--- src/rtl/program_memory_loader.sv ---
// Instruction memory for the 8-bit CPU. It has a byte-stream loader and holds the CPU in reset
// while the RAM is being cleared or loaded, so the CPU only ever fetches a settled image.
module program_memory_loader #(
    parameter int          ADDR_W  = 8,
    parameter logic [7:0]  HALT_OP = 8'hC3,
    parameter logic [7:0]  NOP_OP  = 8'hC0
) (
    input  logic              oscillator,
    input  logic              reset,
    input  logic [ADDR_W-1:0] instruction_address,
    output logic [7:0]        instruction,
    input  logic              load_start,
    input  logic              load_valid,
    input  logic [7:0]        load_data,
    output logic              load_ready,
    input  logic              load_end,
    output logic [ADDR_W-1:0] load_count,
    output logic              load_overflow,
    output logic              cpu_reset
);

    typedef enum logic [1:0] {FILL, LOAD, RUN} state_t;

    state_t            state, next_state;
    logic [ADDR_W:0]   wp, wp_next;
    logic [ADDR_W-1:0] count_next;
    logic              overflow_next;
    logic              wr_en;
    logic [7:0]        wr_data;
    logic              handshake;
    logic [7:0]        mem [2**ADDR_W];

    assign load_ready = (state == LOAD) && !wp[ADDR_W];
    assign handshake  = load_valid && load_ready;

    always_comb begin
        next_state    = state;
        wp_next       = wp;
        count_next    = load_count;
        overflow_next = load_overflow;
        wr_en         = 1'b0;
        wr_data       = HALT_OP;
        if (load_start) begin
            next_state    = LOAD;
            wp_next       = '0;
            count_next    = '0;
            overflow_next = 1'b0;
        end else begin
            case (state)
                FILL: begin
                    wr_en   = 1'b1;
                    wp_next = wp + 1'b1;
                    if (wp[ADDR_W-1:0] == '1)
                        next_state = RUN;
                end
                LOAD: begin
                    if (handshake) begin
                        wr_en   = 1'b1;
                        wr_data = load_data;
                        wp_next = wp + 1'b1;
                        if (load_count != '1)
                            count_next = load_count + 1'b1;
                    end else if (load_valid && wp[ADDR_W]) begin
                        overflow_next = 1'b1;
                    end
                    // Decide on the post-write pointer so that a final byte arriving with
                    // load_end that fills the memory does not leave FILL to wrap over address 0.
                    if (load_end)
                        next_state = wp_next[ADDR_W] ? RUN : FILL;
                end
                default: ;
            endcase
        end
    end

    always_ff @(posedge oscillator or negedge reset) begin
        if (!reset) begin
            state         <= FILL;
            wp            <= '0;
            load_count    <= '0;
            load_overflow <= 1'b0;
            cpu_reset     <= 1'b1;
            instruction   <= NOP_OP;
        end else begin
            state         <= next_state;
            wp            <= wp_next;
            load_count    <= count_next;
            load_overflow <= overflow_next;
            cpu_reset     <= (next_state != RUN);
            instruction   <= (state == RUN) ? mem[instruction_address] : NOP_OP;
        end
    end

    always_ff @(posedge oscillator) begin
        if (wr_en)
            mem[wp[ADDR_W-1:0]] <= wr_data;
    end

endmodule

--- config.mk ---
export PLATFORM = sky130hd
export DESIGN_NAME = program_memory_loader
export DESIGN_NICKNAME = d
export VERILOG_FILES = /design/src/rtl/program_memory_loader.sv
export SDC_FILE = /design/constraint.sdc
export NUM_CORES = 2
export LEC_CHECK = 0
export BUFFER_PORTS_ARGS = -buffer_cell sky130_fd_sc_hd__buf_2
export CAP_MARGIN = 25
export CORE_MARGIN = 1
export CORE_UTILIZATION = 66
export CTS_BUF_LIST = sky130_fd_sc_hd__clkbuf_4
export DETAILED_ROUTE_END_ITERATION = 6
export HOLD_SLACK_MARGIN = 0.05
export PLACE_DENSITY = 0.79
export SLEW_MARGIN = 10
export SYNTH_ARGS = -nofsm -noshare
export SYNTH_HDL_FRONTEND = slang
export SYNTH_SLANG_ARGS = --single-unit
--- constraint.sdc ---
create_clock -name oscillator -period 5.6 [get_ports oscillator]
set_input_delay 0.56 -clock oscillator [delete_from_list [all_inputs] [get_ports oscillator]]
set_output_delay 0.56 -clock oscillator [all_outputs]
set_load 0.01 [all_outputs]
==> run_results.csv <==
group,metric,value,unit
outcome,status,"completed",
yosys,synth_area,81200,µm²
grt,grt_usage,0.322,
clock_network,root_buffer,"clkbuf_4",
clock_network,clk_pin_slew,0.06,ns
clock_network,cts.htree.levels,5,
die,die_width,353,µm
sta,clock.fmax,227,MHz
yosys,syn-num-nets,3952,
sta,worst_pin_slew,1.11,ns
grt,grt_max_degree,173,
placement,dp_hpwl,118000,µm
yosys,syn_area_per_cell,20.7,µm²
grt,grt_first_pass_wirelength,286000,µm
grt,grt_overflow_total,0,
clock_network,cts_buffers,494,
die,core-area,122000,µm²
setup_path,critPathCaptureType,"flip-flop",
cells_and_area,fillers,6840,
route,drt-total-wl,197000,µm
setup_path,crit_path_max_fanout,16,
clock_network,clock_latency,1.40,ns
route,drt_iter0_drc,6036,
grt,use_met3,0.0972,
sta,post-route-period-util,0.787,
die,io_pins,40,
route,via_count,42880,
sta,period_minus_slack,4.41,ns
route,routedWlPerCell,30.9,µm
clock_network,cts.sink_count,2077,
clock_network,clockBufferDepth,4,
yosys,ys_ff_latch,2077,
die,fp-row-count,128,
job,cap_violations,0,
cells_and_area,final_common_cell,"edfxtp_1",
route,via_per_inst,6.71,
die,die_height,353,µm
power,p_leak,0.0304,µW
setup_path,cp-start-kind,"flip-flop",
cells_and_area,nets,4374,
cells_and_area,drive_above_1_share,0.278,
power,report.power.total,30400,µW
yosys,ys_seq_area_frac,0.766,
cells_and_area,multi_input_area,17600,µm²
sta,fin_setup_tns,0,ns
sta,slew_headroom,0.258,
grt,grtUsageMet2,0.483,
sta,skew,0.0895,ns
setup_path,crit_required,6.54,ns
yosys,syn-instance-count,3926,
grt,grt_util_met1,0.458,
die,die-area,124000,µm²
clock_network,cts_tree,"done",
route,antenna_left,0,
placement,gp_congestion,0.883,
yosys,synth.distinct_cells,58,
yosys,synth_top_cell_area_share,0.757,
yosys,synth.area.top_cells,"edfxtp_1 76%, mux4_2 11%, mux2i_1 3.6%, o221ai_1 1.4%, nor2_1 1.4%",
yosys,yosys_warnings,0,
grt,antenna_found_initial,5,
sta,setup_viol,0,
hold_path,hold_class,"in -> reg",
yosys,synthArstFlopShare,0.0140,
route,drc,0,
grt,globalRoute.busiestLayer,"met2",
setup_path,worstPathArrival,5.35,ns
power,pwr_density_cell,339,nW/µm²
cells_and_area,final_cell_mix,"2048 x edfxtp_1, 702 x clkbuf_4, 412 x mux4_2",
cells_and_area,area_growth,10.4,%
yosys,synth_edf_count,2048,
sta,hold_viol,0,
yosys,synth_ff_type,"edfxtp_1",
die,start_util,0.666,
setup_path,worstSetupPathType,"reg -> reg",
sta,slew_viol_final,0,
yosys,yosysTopAreaCell,"edfxtp_1",
grt,grt_pass1_vias,42795,
route,drtPass1Iterations,6,
placement,io_buffers,39,
cells_and_area,seq_area,62200,µm²
power,vdd_drop_max,0.219,mV
sta,grt_setup_unrepaired,"false",
final timing paths:
check	start	end	slack, ns	depth (start not counted)
min in group asynchronous	reset	instruction[7]$_DFF_PN1_	0.55	3
max in group asynchronous	reset	instruction[1]$_DFF_PN0_	4.79	4
max reg2reg	state[0]$_DFF_PN0_	mem[73][6]$_DFFE_PP_	1.19	6
min	load_data[1]	mem[148][1]$_DFFE_PP_	0.21	3
min reg2reg	load_overflow$_DFFE_PN0P_	load_overflow$_DFFE_PN0P_	0.55	2
max	state[0]$_DFF_PN0_	mem[73][6]$_DFFE_PP_	1.19	6
Yosys cell counts (33+ instances only):
master,count
a211oi_1,45
a21oi_1,66
buf_2,48
buf_6,33
clkbuf_1,95
edfxtp_1,2048
mux2i_1,290
mux4_2,412
nand2_1,97
nor2_1,295
o221ai_1,131
o22ai_1,59
routing by layer:
metal,vias to the layer above,wire length (µm)
met3,392,26600
met1,21508,70500
met5,-,32
met4,4,6300
li1,17613,-
met2,3363,93900
sequential cells by signal (all words and copies together), names as in the netlist:
register / count
instruction: 8
state: 2
load_overflow: 1
load_count: 8
mem: 2048
cpu_reset: 1
wp: 9
cells by family after synthesis:
logic type / count (synthesis) / synth area share
DFF: 2077 / 0.766
xor gates and xnor gates: 12 / 0.00129
adders and majority gates: 5 / 0.000770
and+or+nand+nor: 487 / 0.0252
AOI/OAI and AO/OA: 398 / 0.0366
muxes: 709 / 0.152
buffers and inverters: 238 / 0.0178
worst max-delay path, cell delays in order (launching register included):
cell	delay (ns)
dfrtp_1	0.52
nor3b_1	0.41
nand2_1	0.38
a211o_1	0.54
nor3b_1	0.58
nand2_1	0.69
nor2_1	0.87
what timing repair did:
action                     4_1_cts  5_1_grt
hold buffers                    19        1
gates resized for setup          0        0
setup buffers                    0        0
setup endpoints to repair        0        0
hold endpoints to repair       358       46
where the power goes:
part / total (µW) / switching [µW] / internal (µW)
clock: 11900 / 5840 / 6060
combinational: 1470 / 958 / 516
sequential: 17000 / 9.26 / 17000
total: 30400 / 6810 / 23600
final cells by class:
| class | instances | share of cell area |
|---|---|---|
| clock inverters | 193 | 0.0103 |
| multi-input cells | 1611 | 0.196 |
| inverters | 4 | 0.000195 |
| repair buffers | 160 | 0.0174 |
| flip-flops and latches | 2077 | 0.694 |
| diodes | 15 | 0.000419 |
| well taps | 1625 | 0.0227 |
| clock buffers | 702 | 0.0588 |
per-stage QoR:
step                setup WS (ns)  hold WS (ns)  utilization  cell area [µm²]  instances
global route                 1.08         0.148        0.736            89700       6383
CTS                          1.29         0.122        0.735            89600       6369
finish                       1.19         0.210        0.736            89700       6387
detailed placement           1.36         0.531        0.682            83200       5455
floorplan                   0.186         0.264            -            81200       3926
global placement             1.53         0.521        0.682            83200       5454
(Power assumes the default switching activity.)
